<file path="config.mk">
export PLATFORM = sky130hd
export DESIGN_NAME = reg_writeback_queue_flat
export DESIGN_NICKNAME = d
export VERILOG_FILES = /design/src/rtl/reg_writeback_queue_if.sv /design/src/rtl/reg_writeback_queue.sv /design/src/flat_wrapper.sv
export SDC_FILE = /design/constraint.sdc
export NUM_CORES = 1
export LEC_CHECK = 0
export CAP_MARGIN = 5
export CORE_MARGIN = 2
export CORE_UTILIZATION = 55
export CTS_CLUSTER_SIZE = 8
export DETAILED_ROUTE_END_ITERATION = 10
export PLACE_DENSITY = 0.78
export SKIP_LAST_GASP = 1
export SYNTH_ARGS = -nofsm -noshare
export SYNTH_HDL_FRONTEND = slang
export SYNTH_SLANG_ARGS = --single-unit
export TNS_END_PERCENT = 1
</file>
<file path="constraint.sdc">
create_clock -name clk -period 4.8 [get_ports clk]
set_input_delay 1.2 -clock clk [delete_from_list [all_inputs] [get_ports clk]]
set_output_delay 1.2 -clock clk [all_outputs]
set_load 0.01 [all_outputs]
</file>
<file path="src/rtl/reg_writeback_queue_if.sv">
// Writeback request channel and register-file write port shared by the
// datapath (master) and the writeback queue (slave).
interface reg_writeback_queue_if #(
    parameter int unsigned AW = 5,
    parameter int unsigned DW = 32
);
    logic          wb_valid;
    logic          wb_ready;
    logic [AW-1:0] wb_reg;
    logic [DW-1:0] wb_data;
    logic          RegWrite;
    logic [AW-1:0] WriteRegister;
    logic [DW-1:0] WriteData_reg;

    modport master (
        output wb_valid, wb_reg, wb_data,
        input  wb_ready, RegWrite, WriteRegister, WriteData_reg
    );

    modport slave (
        input  wb_valid, wb_reg, wb_data,
        output wb_ready, RegWrite, WriteRegister, WriteData_reg
    );
endinterface

</file>
<file path="src/rtl/reg_writeback_queue.sv">
// Holds register-file writes while reads are in progress, drains one per free
// cycle in acceptance order and forwards the newest pending value to readers.
module reg_writeback_queue #(
    parameter int unsigned DEPTH = 4,
    parameter int unsigned AW    = 5,
    parameter int unsigned DW    = 32,
    localparam int unsigned PW   = $clog2(DEPTH),
    localparam int unsigned CW   = PW + 1
) (
    input  logic                  clk,
    input  logic                  rst_n,
    reg_writeback_queue_if.slave  wb,
    input  logic                  rd_stall,
    input  logic [AW-1:0]         fwd_reg1,
    input  logic [AW-1:0]         fwd_reg2,
    output logic                  fwd_hit1,
    output logic                  fwd_hit2,
    output logic [DW-1:0]         fwd_data1,
    output logic [DW-1:0]         fwd_data2,
    output logic [CW-1:0]         count,
    output logic                  empty
);

    typedef struct packed {
        logic [AW-1:0] dst;
        logic [DW-1:0] data;
    } entry_t;

    entry_t        mem_q [DEPTH];
    entry_t        mem_d [DEPTH];
    logic [PW-1:0] wr_ptr_q, wr_ptr_d;
    logic [PW-1:0] rd_ptr_q, rd_ptr_d;
    logic [CW-1:0] count_q, count_d;
    logic          reg_write_q, reg_write_d;
    logic [AW-1:0] wr_reg_q, wr_reg_d;
    logic [DW-1:0] wr_data_q, wr_data_d;

    logic push, pop;

    // Register-zero requests complete the handshake but are never stored.
    assign wb.wb_ready = (count_q != CW'(DEPTH));
    assign push        = wb.wb_valid && wb.wb_ready && (wb.wb_reg != '0);
    assign pop         = (count_q != '0) && !rd_stall;

    always_comb begin
        mem_d       = mem_q;
        wr_ptr_d    = wr_ptr_q;
        rd_ptr_d    = rd_ptr_q;
        reg_write_d = 1'b0;
        wr_reg_d    = wr_reg_q;
        wr_data_d   = wr_data_q;
        if (push) begin
            mem_d[wr_ptr_q] = '{dst: wb.wb_reg, data: wb.wb_data};
            wr_ptr_d        = wr_ptr_q + PW'(1);
        end
        if (pop) begin
            reg_write_d = 1'b1;
            wr_reg_d    = mem_q[rd_ptr_q].dst;
            wr_data_d   = mem_q[rd_ptr_q].data;
            rd_ptr_d    = rd_ptr_q + PW'(1);
        end
        count_d = count_q + CW'(push) - CW'(pop);
    end

    always_ff @(posedge clk or negedge rst_n) begin
        if (!rst_n) begin
            mem_q       <= '{default: '0};
            wr_ptr_q    <= '0;
            rd_ptr_q    <= '0;
            count_q     <= '0;
            reg_write_q <= 1'b0;
            wr_reg_q    <= '0;
            wr_data_q   <= '0;
        end else begin
            mem_q       <= mem_d;
            wr_ptr_q    <= wr_ptr_d;
            rd_ptr_q    <= rd_ptr_d;
            count_q     <= count_d;
            reg_write_q <= reg_write_d;
            wr_reg_q    <= wr_reg_d;
            wr_data_q   <= wr_data_d;
        end
    end

    assign wb.RegWrite      = reg_write_q;
    assign wb.WriteRegister = wr_reg_q;
    assign wb.WriteData_reg = wr_data_q;
    assign count            = count_q;
    assign empty            = (count_q == '0) && !reg_write_q;

    logic [AW-1:0] lookup [2];
    logic          hit_c  [2];
    logic [DW-1:0] data_c [2];
    logic [PW-1:0] slot;

    assign lookup[0] = fwd_reg1;
    assign lookup[1] = fwd_reg2;

    // Scan oldest to newest so the newest queued match wins; output stage is lowest.
    always_comb begin
        slot = '0;
        for (int unsigned p = 0; p < 2; p++) begin
            hit_c[p]  = 1'b0;
            data_c[p] = '0;
            if (reg_write_q && (wr_reg_q == lookup[p])) begin
                hit_c[p]  = 1'b1;
                data_c[p] = wr_data_q;
            end
            for (int unsigned j = 0; j < DEPTH; j++) begin
                slot = rd_ptr_q + PW'(j);
                if ((CW'(j) < count_q) && (mem_q[slot].dst == lookup[p])) begin
                    hit_c[p]  = 1'b1;
                    data_c[p] = mem_q[slot].data;
                end
            end
            if (lookup[p] == '0) begin
                hit_c[p]  = 1'b0;
                data_c[p] = '0;
            end
        end
    end

    assign fwd_hit1  = hit_c[0];
    assign fwd_hit2  = hit_c[1];
    assign fwd_data1 = data_c[0];
    assign fwd_data2 = data_c[1];

endmodule

</file>
<file path="src/flat_wrapper.sv">
// flat-port wrapper written by rule: the top's interface ports become plain ports
module reg_writeback_queue_flat 
#(
    parameter int unsigned DEPTH = 4,
    parameter int unsigned AW    = 5,
    parameter int unsigned DW    = 32,
    localparam int unsigned PW   = $clog2(DEPTH),
    localparam int unsigned CW   = PW + 1
)
  (clk, rst_n, rd_stall, fwd_reg1, fwd_reg2, fwd_hit1, fwd_hit2, fwd_data1, fwd_data2, count, empty, wb_wb_valid, wb_wb_reg, wb_wb_data, wb_wb_ready, wb_RegWrite, wb_WriteRegister, wb_WriteData_reg);
  reg_writeback_queue_if #(.AW(AW), .DW(DW)) wb_i ();
  input  logic clk;
  input  logic rst_n;
  input  logic rd_stall;
  input  logic [AW-1:0] fwd_reg1;
  input  logic [AW-1:0] fwd_reg2;
  output logic fwd_hit1;
  output logic fwd_hit2;
  output logic [DW-1:0] fwd_data1;
  output logic [DW-1:0] fwd_data2;
  output logic [CW-1:0] count;
  output logic empty;
  input wire logic [$bits(wb_i.wb_valid)-1:0] wb_wb_valid;
  input wire logic [$bits(wb_i.wb_reg)-1:0] wb_wb_reg;
  input wire logic [$bits(wb_i.wb_data)-1:0] wb_wb_data;
  output wire logic [$bits(wb_i.wb_ready)-1:0] wb_wb_ready;
  output wire logic [$bits(wb_i.RegWrite)-1:0] wb_RegWrite;
  output wire logic [$bits(wb_i.WriteRegister)-1:0] wb_WriteRegister;
  output wire logic [$bits(wb_i.WriteData_reg)-1:0] wb_WriteData_reg;
  assign wb_i.wb_valid = wb_wb_valid;
  assign wb_i.wb_reg = wb_wb_reg;
  assign wb_i.wb_data = wb_wb_data;
  assign wb_wb_ready = wb_i.wb_ready;
  assign wb_RegWrite = wb_i.RegWrite;
  assign wb_WriteRegister = wb_i.WriteRegister;
  assign wb_WriteData_reg = wb_i.WriteData_reg;
  reg_writeback_queue #(.DEPTH(DEPTH), .AW(AW), .DW(DW)) u_core (.clk(clk), .rst_n(rst_n), .wb(wb_i), .rd_stall(rd_stall), .fwd_reg1(fwd_reg1), .fwd_reg2(fwd_reg2), .fwd_hit1(fwd_hit1), .fwd_hit2(fwd_hit2), .fwd_data1(fwd_data1), .fwd_data2(fwd_data2), .count(count), .empty(empty));
endmodule
</file>
==> results of run 1 <==
## power by group
group / switching (W) / internal (W)
registers: 0.000786 / 0.00247
clock network: 0.000706 / 0.000712
logic: 0.00535 / 0.00464
total: 0.00684 / 0.00783
## per-stage QoR
stage | setup TNS (ns) | setup slack, ns
2_1_floorplan | 0 | 0.543
3_5_place_dp | -35.13 | -0.756
3_3_place_gp | -30.93 | -0.685
4_1_cts | -14.12 | -0.270
6_report | -16.88 | -0.404
5_1_grt | -22.44 | -0.443
## final cells by class
class | count | area [um2]
Timing Repair Buffer | 306 | 3120
Tap cell | 335 | 419
Clock buffer | 19 | 453
Sequential cell | 193 | 4840
Multi-Input combinational cell | 1110 | 8760
Fill cell | 1937 | 7900
Clock inverter | 13 | 119
Inverter | 42 | 160
## cell usage after synthesis, types with 34 or more instances
| cell | count | area (um2) |
|---|---|---|
| dfrtp_1 | 193 | 4830 |
| mux2_2 | 181 | 2040 |
| clkbuf_1 | 125 | 469 |
| a21oi_1 | 100 | 500 |
| nand2_1 | 88 | 330 |
| mux2i_1 | 73 | 731 |
| nor2_1 | 70 | 263 |
| o21ai_0 | 68 | 340 |
| nor3_1 | 65 | 325 |
| inv_1 | 41 | 154 |
| nor4_1 | 36 | 225 |
| xnor2_1 | 35 | 307 |
| or4_1 | 34 | 255 |
## layer usage
layer	track usage	up-vias	wire, um
met5	0	-	0
met4	0.171	0	2760
met3	0.0677	265	4790
met2	0.555	937	22100
met1	0.448	6742	18100
li1	-	6067	-
## cell families after synthesis
logic type | count (synthesis)
flip-flops | 193
buffers and inverters | 206
adder cells (fa/ha/maj) | 9
multiplexers | 274
XOR/XNOR | 54
AO/OA/AOI/OAI | 370
AND/OR/NAND/NOR | 403
## repair_timing
item,CTS,global route
pin swaps,9,5
setup endpoints to repair,66,66
endpoints found under the hold margin,0,0
resized for setup,26,20
setup buffers,11,6
gates cloned,2,1
## cell usage in the layout (no fill, tap or decap), drive strengths merged, types with 3 or more instances in the layout
cell,Yosys,final
or2,4,4
clkinv,1,6
nor4,36,36
nand4,5,5
nor4bb,32,32
inv,41,48
mux2i,73,73
xor2,17,17
nand2,88,88
a32oi,32,32
dfrtp,193,193
o21ai,68,68
buf,38,144
a31oi,32,32
a221o,32,32
o311ai,32,32
clkdlybuf4s50,0,139
nand3,3,3
o31ai,32,32
xnor2,37,37
and2,29,29
dlymetal6s2s,0,5
mux4,20,20
mux2,181,181
ha,8,8
nor2b,32,32
a221oi,32,32
or4,34,34
nor3,65,65
dlygate4sd2,0,14
a21oi,100,100
clkbuf,126,22
a211oi,6,6
nor2,71,71
## worst max path at each step
stage	endpoint
after CTS	fwd_data2[2]
after detailed placement	fwd_data2[23]
after global placement	fwd_data2[24]
after global routing	fwd_data2[25]
after floorplan	fwd_data1[23]
final	fwd_data2[31]
## critical path: cells and delay by family, from the launching register on
kind	cells	cell delay [ns]
flops	1	0.50
mux	1	0.60
simple gates	1	0.22
buf+inv	6	1.42
xor+xnor	1	0.19
compound gates	3	0.63
==> run_results.csv, run 1 <==
group,metric,value,unit
synth,synthAdderAreaFrac,0.00840,
timing,whs,0.526,ns
global_route,grtUsageTotal,0.346,
run_status,violations,"setup timing",
min_path,min_to,"u_core.mem_q[67]",
synth,ys_ff_latch,193,
synth,synthXorXnorAreaFrac,0.0341,
synth,yosys.area_share.simple,0.154,
synth,synth_area_per_cell,9.47,um2
worst_setup_path,criticalPathCategory,"reg2out",
run_status,status,"complete, but fails checks",
final_layout,postLayoutCoreUtil,0.693,
placed_design,dpl_cell_area,0.0170,mm2
final_layout,nets,1730,
final_layout,area_delta_synth_final,25.0,%
floorplan,io_pins,160,
worst_setup_path,crit_slowest_cell,"mux4_2",
placed_design,placed_cells,1966,
drt,drc,0,
timing,fin_worst_skew,0.0146,ns
floorplan,fp.dieH,165,um
global_route,antenna_found_initial,0,
clocking,cts_tree,"done",
timing,worst_pin_slew,1.07,ns
floorplan,fp.dieW,165,um
worst_setup_path,cp-start-kind,"flip-flop",
worst_setup_path,crit_arrival,4.00,ns
global_route,grt_overflow,0,
floorplan,rows,59,
placed_design,dpl.hpwl,30100,um
timing,timing.final.hold_violations,0,
clocking,numCtsBuffers,17,
synth,async_reset_ff_frac,1.00,
drt,drt_iter0_markers,1812,
run,cap_viol_max_count,0,
synth,synth.area.mux_share,0.227,
worst_setup_path,end_kind,"output port",
min_path,whs_path_depth,1,
min_path,worstHoldStart,"u_core.mem_q[67]",
worst_setup_path,required,3.60,ns
placed_design,portBuffers,159,
synth,syn_inst,1509,
worst_setup_path,r2r_end,"u_core.count[2]",
drt,via_per_inst,6.94,
worst_setup_path,cp_max_fo,30,
power_and_ir_drop,power_density,821,mW/mm2
timing,post-route-period-util,1.08,
timing,finalCriticalPeriod,5.20,ns
final_layout,drive_gt1_frac,0.245,
worst_setup_path,cp-startpoint,"u_core.rd_ptr_q[0]",
final_layout,postLayoutCellArea,0.0179,mm2
clocking,clockRootBuffer,"clkbuf_16",
synth,seq_area_frac_synth,0.338,
worst_setup_path,reg2reg_depth,9,
drt,wire_per_inst,23.7,um
synth,synth-edff-count,0,
drt,vias,14000,
power_and_ir_drop,ir_drop,0.000515,V
floorplan,initial_core_util,0.555,
global_route,grt_pass1_wl,73400,um
power_and_ir_drop,p_leak,7.24,nW
power_and_ir_drop,p_total,0.0147,W
clocking,clkSinkCount,193,
synth,synth_top_family_by_area,"multiplexers",
drt,postRouteAntennaNets,0,
global_route,first_global_vias,13400,
synth,ys_dominant_reg_cell,"dfrtp_1",
min_path,min_path_type,"reg2reg",
final_layout,largest_reg_flops,148,
synth,synth_nets,1569,
worst_setup_path,max_stage_delay,0.60,ns
clocking,cts_buffer_depth,2,
final_layout,diodes,0,
timing,fmax,192,MHz
final_layout,final_cells,2018,
worst_setup_path,crit_path_frequent_cell,"buf_12",
timing,fin_ws,-0.404,ns
clocking,clock_latency,0.45,ns
placed_design,gp_congestion,0.933,
timing,drv_slew,0,
clocking,h-tree-depth,4,
floorplan,die_area,0.0273,mm2
synth,synth_cell_types,48,
drt,drtPass1Iterations,6,
clocking,holdBufCountCts,0,
clocking,clkSlewWorstSetupHoldPaths,0.07,ns
global_route,grt_max_degree,128,
timing,slew_headroom,0.285,
timing,finalSetupViolCount,63,
worst_setup_path,crit_chain,"clkbuf_4 -> buf_4 -> buf_12 -> mux4_2 -> xor2_2 -> a21oi_2 -> and2_4 -> buf_12 -> clkbuf_16 -> a221oi_1 -> o31ai_1 -> clkdlybuf4s50_1",
timing,rsz0062_at_grt,"yes",
floorplan,coreArea,0.0258,mm2
drt,wl,47800,um
synth,synth-compound-area-share,0.177,
synth,netlist_area,0.0143,mm2
synth,yosys_warnings,0,
worst_setup_path,regToRegStartpoint,"u_core.count[2]",
worst_setup_path,r2r_slack,2.44,ns
Note: power is estimated with default switching activity, not from simulation.
==> run 2: changes to the inputs <==
ABC_AREA = 1   (was unset)
==> run 2 against run 1 <==
Against the previous run:
- the flow still finishes with violations (setup timing)
- final cell count increased by 52%
- sequential power down 9.8%
- combinational power increased by 11%
- synthesized cell count up 69%
- fmax rose by 4.0%
- setup slack improved by 0.20 ns
- clock power shrank 3%
- wire length is 20% higher
- die area is 7.0% higher
- non-clock buffer count shrank 25
- largest cell class unchanged
- highest routed layer unchanged
==> run_results.csv, run 2 <==
group,metric,value,unit
run_status,status,"complete, but fails checks",
run_status,violations,"setup timing",
synth,synth_common_cells,"nand2_1 (777), o21ai_0 (423), nor2_1 (281), inv_1 (268), dfrtp_1 (193)",
synth,synth_top_cell_by_area,"dfrtp_1",
synth,netlist_area,0.0153,mm2
floorplan,rows,61,
placed_design,portBuffers,159,
synth,synth_cell_types,38,
timing,worst_pin_slew,1.04,ns
timing,fmax,200,MHz
worst_setup_path,end_kind,"output port",
global_route,first_global_vias,15200,
synth,synth_area_per_cell,6.02,um2
timing,rsz0062_at_grt,"yes",
placed_design,dpl.hpwl,42100,um
worst_setup_path,criticalPathCategory,"in2out",
synth,ys_ff_latch,193,
drt,vias,17600,
run,cap_viol_max_count,0,
clocking,clock_latency,0.47,ns
synth,ys_dominant_reg_cell,"dfrtp_1",
placed_design,place_ws,-0.117,ns
global_route,grtUsageTotal,0.393,
worst_setup_path,cp_max_fo,15,
final_layout,final_common_cell,"nand2_1",
final_layout,nets,2730,
final_layout,final_cells,3061,
clocking,h-tree-depth,4,
drt,via_per_inst,5.74,
timing,drv_slew,0,
clocking,holdBufCountCts,0,
drt,wl,57300,um
placed_design,gp_congestion,1.04,
clocking,clockRootBuffer,"clkbuf_16",
global_route,grt_pass1_wl,87600,um
timing,post-route-period-util,1.04,
power_and_ir_drop,ir_drop,0.000703,V
final_layout,area_delta_synth_final,20.3,%
power_and_ir_drop,power_density,836,mW/mm2
timing,fin_worst_skew,0.0201,ns
drt,wire_per_inst,18.7,um
drt,drt_iter0_markers,3119,
min_path,worstHoldStart,"u_core.mem_q[26]",
synth,synth-edff-count,0,
synth,synthTopCellsByArea,"dfrtp_1 (32%), nand2_1 (19%), o21ai_0 (14%)",
global_route,grt_overflow,0,
final_layout,largest_reg_flops,148,
min_path,min_path_type,"reg2reg",
timing,finalSetupViolCount,61,
synth,syn_inst,2548,
clocking,cts_tree,"done",
global_route,antenna_found_initial,0,
worst_setup_path,cp-startpoint,"fwd_reg1[0]",
floorplan,die_area,0.0292,mm2
synth,seq_area_frac_synth,0.315,
synth,synth_top_area_frac,0.315,
drt,drtPass1Iterations,6,
synth,yosys_warnings,0,
worst_setup_path,regToRegStartpoint,"u_core.count[1]",
floorplan,fp.dieW,171,um
floorplan,coreArea,0.0276,mm2
timing,slew_headroom,0.307,
final_layout,postLayoutCoreUtil,0.667,
clocking,clkSlewWorstSetupHoldPaths,0.07,ns
clocking,clkSinkCount,193,
floorplan,initial_core_util,0.555,
drt,postRouteAntennaNets,0,
worst_setup_path,required,3.60,ns
drt,drc,0,
global_route,grt_max_degree,138,
synth,yosys.cell_count.top_type,"nand2_1",
final_layout,drive_gt1_frac,0.0772,
floorplan,io_pins,160,
placed_design,placed_cells,3027,
clocking,numCtsBuffers,17,
timing,finalCriticalPeriod,5.00,ns
timing,fin_ws,-0.203,ns
floorplan,fp.dieH,171,um
clocking,cts_buffer_depth,2,
synth,async_reset_ff_frac,1.00,
timing,timing.final.hold_violations,0,
worst_setup_path,crit_arrival,3.80,ns
worst_setup_path,cp-start-kind,"input pin",
synth,synth_nets,2608,
final_layout,final_cell_mix,"nand2_1 (777), o21ai_0 (418), nor2_1 (277)",
power_and_ir_drop,p_leak,8.72,nW
## run 2: changes by cell type in the layout (fill, tap and decap cells not counted), sizes merged, moves of 36 or more
cell	change
xnor2	-36
nor2	+216
inv	+232
nor3	-61
nand2	+691
mux2i	-71
mux2	-172
o21ai	+394
nand3	+149
nand4	+66
## run 2: critical path, cell delays in order
cell	delay, ns
clkdlybuf4s50_1	0.59
buf_4	0.22
nor2_1	0.06
nor2_1	0.23
nand3_2	0.15
inv_4	0.11
buf_4	0.21
nor2_1	0.06
a21oi_1	0.36
clkdlybuf4s50_1	0.62
## run 2: worst paths after layout
path / to / slack (ns) / cells after the start
worst min-delay path: u_core.mem_q[26] / 0.56 / 2
worst max-delay path: fwd_data1[22] / -0.20 / 10
worst min register to register: u_core.mem_q[26] / 0.56 / 2
max in group asynchronous: u_core.mem_q[76] / 2.96 / 2
min in group asynchronous: u_core.wr_ptr_q[0] / 0.84 / 1
worst max register to register: u_core.mem_q[124] / 2.22 / 8
## run 2: cells by family after synthesis
kind of cell	Yosys count	share of synthesized area
adder cells (fa/ha/maj)	9	0.00784
multiplexers	11	0.00792
flip-flops	193	0.315
AND/OR/NAND/NOR	1326	0.357
AO/OA/AOI/OAI	544	0.179
buffers and inverters	453	0.125
XOR/XNOR	12	0.00686
## run 2: metal layers
| layer | GRT usage | vias up | routed length, um |
|---|---|---|---|
| li1 | - | 8364 | - |
| met1 | 0.618 | 8001 | 25400 |
| met2 | 0.512 | 1150 | 21900 |
| met3 | 0.141 | 56 | 9260 |
| met4 | 0.0667 | 0 | 652 |
| met5 | 0 | - | 0 |
## run 2: final cells by class
type | instances | area (um2)
fillers | 2423 | 9190
multi-input cells | 1902 | 8670
flip-flops and latches | 193 | 4840
repair buffers | 281 | 2860
inverters | 275 | 1040
well taps | 378 | 473
clock buffers | 21 | 460
clock inverters | 10 | 92.6
diodes | 1 | 2.50
## run 2: repair_timing
action / CTS / global route
endpoints found under the setup margin: 60 / 66
gates cloned: 0 / 1
setup buffers: 0 / 1
gates resized for setup: 4 / 17
## run 2: power breakdown
group / switching (W) / internal [W] / total (W)
registers: 0.000511 / 0.00243 / 0.00294
logic: 0.00737 / 0.00372 / 0.0111
clock network: 0.000681 / 0.000703 / 0.00138
total: 0.00857 / 0.00685 / 0.0154
## run 2: metrics by stage
stage                     area [um2]  power (W)  setup TNS (ns)  hold slack (ns)
final                          18400     0.0154           -4.81            0.555
after global routing           18400     0.0164          -10.27            0.569
after CTS                      18400     0.0149           -2.25            0.548
after detailed placement       17800     0.0134           -1.56            0.532
after global placement         17800     0.0132           -3.16            0.515
after floorplan                15300    0.00891               0            0.492
==> RTL change 1: new RTL, settings of run 2 <==
`wr_data_q` no longer has a reset.
--- a/src/rtl/reg_writeback_queue.sv
+++ b/src/rtl/reg_writeback_queue.sv
@@ -70,7 +70,6 @@
             count_q     <= '0;
             reg_write_q <= 1'b0;
             wr_reg_q    <= '0;
-            wr_data_q   <= '0;
         end else begin
             mem_q       <= mem_d;
             wr_ptr_q    <= wr_ptr_d;
@@ -78,8 +77,11 @@
             count_q     <= count_d;
             reg_write_q <= reg_write_d;
             wr_reg_q    <= wr_reg_d;
-            wr_data_q   <= wr_data_d;
         end
+    end
+
+    always_ff @(posedge clk) begin
+        wr_data_q <= wr_data_d;
     end
 
     assign wb.RegWrite      = reg_write_q;
Behaviour: differs if rst_n is asserted again (counterexample within 4 cycles, from zero or initial values and one cycle with rst_n low); with rst_n held inactive, the same outputs for 4 cycles.
==> RTL change 1 against run 2 <==
- the flow still finishes with violations (setup timing)
- design area increased by 0.41%
- synthesized cell count decreased by 3.5%
- area after synthesis down 1.5%
- setup slack lost 42 ps
- first-iteration DRC count fell by 7.6%
- routed wire length shrank 1.3%
- count of clock-buffer cells in the layout down 4
- power increased by 3.6%
- sequential cell count is the same
- critical endpoint is now fwd_data2[19]
- largest power group unchanged
- highest routed layer unchanged
==> RTL change 1: results (changes against run 2) <==
outcome complete, but fails checks; failing checks setup timing; Max VDD drop 0.000469 V (-33%); most frequent cells after synthesis nand2_1, o21ai_0, nor2_1; Setup TNS -4470 ps (+345 ps); Post-synth ARST share 0.834 (-0.166); CTS resizes 2 (-2); footprint of the multi-input gates 8390 sq um (-3.2%); met1 usage 0.620 (+0.00201); Synth area leaders dfrtp_1, nand2_1, o21ai_0; Post-synth EDFFs 32 (+32); CP Data Arrival Time 3850 ps (+50 ps); Place WS -191 ps (-73.9 ps); Avg Synthesized Cell Area 6.14 sq um (+2.1%); placed cells 2,938 (-2.9%); Worst Path Max Fanout 29 (+14); met2 Usage GRT 0.517 (+0.00524); routed len/inst 19.0 um (+1.8%); Routed met1 length 24.8 mm (-2.5%); Fin Clk Skew 20.9 ps (+0.803 ps); initial DRC count 2,882 (-7.6%); overall power 16.0 mW (+3.6%); gpl congestion 1.06 (+1.8%); first-pass GRT wire length 85.9 mm (-1.9%); # fillers 2,262 (-6.6%); crit path setup slack, layout -245 ps (-42.2 ps); vias post-DR 17,431 (-0.80%); Seq pwr share 0.194 (+0.003); count of final setup violators 53 (-13%); relative max-transition margin 0.303 (-0.00453); leakage power 8.74 nW (+0.23%); routed wl met2 21.7 mm (-1.1%); synth unique cells 41 (+7.9%); overall routed net length 56.5 mm (-1.3%); met3 global-route usage 0.123 (-0.0180)
==> RTL change 1: cell count changes after synthesis, sizes merged, moves of 4 or more <==
cell / before / now
nand2: 779 / 737
o21ai: 462 / 422
dfrtp: 193 / 161
edfxtp: 0 / 32
buf: 84 / 73
inv: 274 / 264
nand3: 152 / 159
mux2: 9 / 13
nor2: 287 / 283
o21a: 2 / 6
==> RTL change 1: logic make-up after synthesis <==
| logic type | Yosys count | synth area share |
|---|---|---|
| AOI/OAI and AO/OA | 510 | 0.171 |
| xor gates and xnor gates | 13 | 0.00754 |
| adders and majority gates | 9 | 0.00795 |
| buffers and inverters | 434 | 0.118 |
| DFF | 193 | 0.330 |
| muxes | 15 | 0.0110 |
| and+or+nand+nor | 1286 | 0.354 |
==> RTL change 1: worst max-delay path: stages <==
cell,delay [ps]
clkdlybuf4s50_1,420
inv_1,230
o22ai_1,110
nor2_1,110
nand3_1,140
buf_12,210
buf_4,150
nor2_1,160
nand2_1,100
nand3_1,80
nand2_1,70
a21oi_1,260
clkdlybuf4s50_1,600
==> RTL change 1: area by class of cell <==
class                           count  share of cell area
Timing Repair Buffer              306               0.165
Sequential cell                   193               0.270
Clock inverter                     15              0.0115
Clock buffer                       17              0.0230
Tap cell                          341              0.0230
Inverter                          265              0.0540
Multi-Input combinational cell   1833               0.453
==> RTL change 1: final timing paths <==
check,slack (ps),to,cells after the start,startpoint
setup / recovery,-250,fwd_data2[19],13,fwd_reg2[0]
hold / removal,540,u_core.mem_q[38],1,u_core.mem_q[38]
setup reg to reg,2020,u_core.count[2],8,u_core.count[1]
hold reg to reg,540,u_core.mem_q[38],1,u_core.mem_q[38]
max in group asynchronous,3000,u_core.mem_q[122],2,rst_n
min in group asynchronous,860,u_core.wr_ptr_q[1],1,rst_n
==> RTL change 2: new RTL, flow settings as in run 2 <==
Made on the original files. `DW` is set to 32 in 3 places; all go to 48.
--- a/src/rtl/reg_writeback_queue_if.sv
+++ b/src/rtl/reg_writeback_queue_if.sv
@@ -2,7 +2,7 @@
 // datapath (master) and the writeback queue (slave).
 interface reg_writeback_queue_if #(
     parameter int unsigned AW = 5,
-    parameter int unsigned DW = 32
+    parameter int unsigned DW = 48
 );
     logic          wb_valid;
     logic          wb_ready;
--- a/src/rtl/reg_writeback_queue.sv
+++ b/src/rtl/reg_writeback_queue.sv
@@ -3,7 +3,7 @@
 module reg_writeback_queue #(
     parameter int unsigned DEPTH = 4,
     parameter int unsigned AW    = 5,
-    parameter int unsigned DW    = 32,
+    parameter int unsigned DW    = 48,
     localparam int unsigned PW   = $clog2(DEPTH),
     localparam int unsigned CW   = PW + 1
 ) (
--- a/src/flat_wrapper.sv
+++ b/src/flat_wrapper.sv
@@ -3,7 +3,7 @@
 #(
     parameter int unsigned DEPTH = 4,
     parameter int unsigned AW    = 5,
-    parameter int unsigned DW    = 32,
+    parameter int unsigned DW    = 48,
     localparam int unsigned PW   = $clog2(DEPTH),
     localparam int unsigned CW   = PW + 1
 )
Interface: changed (resized fwd_data1, fwd_data2, wb_WriteData_reg and wb_wb_data); port bits go from 160 to 224. No check against the original RTL was run, so the function may have changed too.
==> RTL change 2 against run 2 <==
- the run still ends with setup timing left
- area after synthesis rose by 40%
- register-to-register slack got worse by 140 ps
- first-iteration DRC count fell by 11%
- die area rose by 39%
- sequential share of layout area fell by 0.57 points
- hold slack got worse by 18 ps
- setup slack got worse by 23 ps
- sequential cell count rose by 80
- design area rose by 45%
- critical path depth rose by 4
- routed wire length rose by 38%
- power rose by 36%
- largest power group unchanged
==> RTL change 2: results (changes against run 2) <==
outcome complete, but fails checks; failing checks setup timing; Setup TNS -11,230 ps (-6410 ps); overall routed net length 79.0 mm (+38%); met2 Usage GRT 0.624 (+0.112); # fillers 3,343 (+38%); Fin Clk Skew 22.9 ps (+2.79 ps); Largest register FFs 212 (+43%); GRT Util Overall 0.383 (-0.0103); met1 usage 0.497 (-0.121); crit path setup slack, layout -226 ps (-23.5 ps); Root Buffer clkbuf_16; vias post-DR 25,037 (+42%); Max VDD drop 0.000509 V (-28%); dpl hpwl 54.4 mm (+29%); count of final setup violators 96 (+57%); leakage power 12.4 nW (+42%); Inserted Clock Buffers 40 (+23); synth unique cells 39 (+2.6%); initial antenna violation count 2 (+2); Layout Nets 3,863 (+42%); Clock Path Buffers 3 (+1); FF-to-FF End u_core.mem_q[197]; Worst Path Max Fanout 16 (+1); sequential fraction of the synthesis area 0.318 (+0.00281); Slew @ Worst Pin 1080 ps (+43.5 ps); Hold Crit Start u_core.mem_q[46]; Hold Path Stages 1 (-1); first-pass GRT wire length 125 mm (+42%); Post-synth ARST share 1.00 (unchanged); gpl congestion 0.953 (-8.6%); R2R cell count 7 (-1); share of layout cells above drive strength 1 0.0759 (-0.00131); initial DRC count 2,766 (-11%); dpl cell area 25,400 sq um (+43%); Reg clk slew, reported paths 50 ps (-20 ps); CP Data Arrival Time 3830 ps (+30 ps); worst hold endpoint u_core.mem_q[46]; H-tree depth 2 (-2); syn nets 3,681 (+41%); largest net degree at the start of global routing 191 (+38%); clk_lat worst skew 580 ps (+110 ps); number of global-route vias before repair 23,956 (+57%); Yosys warning total 0 (unchanged); Buffers on Ports 223 (+40%); worst hold slack 538 ps (-17.9 ps); most frequent cells after synthesis nand2_1, o21ai_0, nor2_1
[RTL change 2: where the power goes]
group / internal, mW / total (mW) / switching (mW)
clock network: 1.54 / 2.61 / 1.07
logic: 5.25 / 14.3 / 9.03
registers: 3.44 / 4.15 / 0.717
[RTL change 2: repair_timing]
action | in CTS | in global routing
resized for setup | 10 | 14
buffers inserted | 0 | 3
setup endpoints to repair | 98 | 98
pin swaps | 0 | 3
gates cloned | 0 | 1
[RTL change 2: layer usage]
layer / part of all wire / vias to the layer above / wire length, um
met5: 0 / - / 0
met4: 0.051 / 0 / 4030
met3: 0.11 / 301 / 8600
met2: 0.45 / 1506 / 35800
met1: 0.39 / 11402 / 30500
li1: - / 11828 / -
[RTL change 2: cell type report]
type,instances,area [sq um],area share
multi-input cells,2678,12200,0.457
repair buffers,410,4460,0.167
inverters,384,1450,0.0542
clock inverters,2,17.5,0.000657
clock buffers,49,1070,0.0400
well taps,518,648,0.0243
flip-flops and latches,273,6840,0.257
diodes,3,7.51,0.000282
[RTL change 2: stage by stage]
step	utilization	total power, mW	worst slack [ps]	instances
floorplan	-	12.2	934	3605
global placement	0.658	17.5	-237	4259
detailed placement	0.658	17.8	-286	4259
CTS	0.687	20.6	-218	4310
global route	0.689	22.6	-322	4315
finish	0.689	21.0	-226	4317
[RTL change 2: worst max path at each step]
stage                       startpoint       endpoint  slack [ps]  cells past startpoint
finish                     fwd_reg1[1]  fwd_data1[36]        -230                     14
global route               fwd_reg1[1]  fwd_data1[36]        -320                     14
global placement           fwd_reg1[0]  fwd_data1[14]        -240                     12
floorplan                  fwd_reg1[2]  fwd_data1[26]         930                     11
detailed placement         fwd_reg1[3]   fwd_data1[9]        -290                     12
CTS                 u_core.rd_ptr_q[0]   fwd_data1[4]        -220                     12
[RTL change 2: critical path: stages]
cell             delay (ps)
clkdlybuf4s50_1         480
clkinv_2                140
buf_4                   120
o22ai_1                  60
nor2_1                  170
nand3_2                 170
buf_12                  200
buf_4                   140
nor2_1                   80
nand2_1                  60
nand3_1                  80
nand3_1                  90
a21oi_1                 210
clkdlybuf4s50_1         610
[RTL change 2: cell families (layout without fill, tap and decap cells)]
kind of cell / Yosys count / count (layout) / share of synthesized area
AOI/OAI and AO/OA: 783 / 783 / 0.184
xor gates and xnor gates: 15 / 15 / 0.00611
adders and majority gates: 9 / 9 / 0.00559
buffers and inverters: 654 / 845 / 0.125
DFF: 273 / 273 / 0.318
muxes: 10 / 10 / 0.00512
other: 0 / 3 / 0
and+or+nand+nor: 1861 / 1861 / 0.356
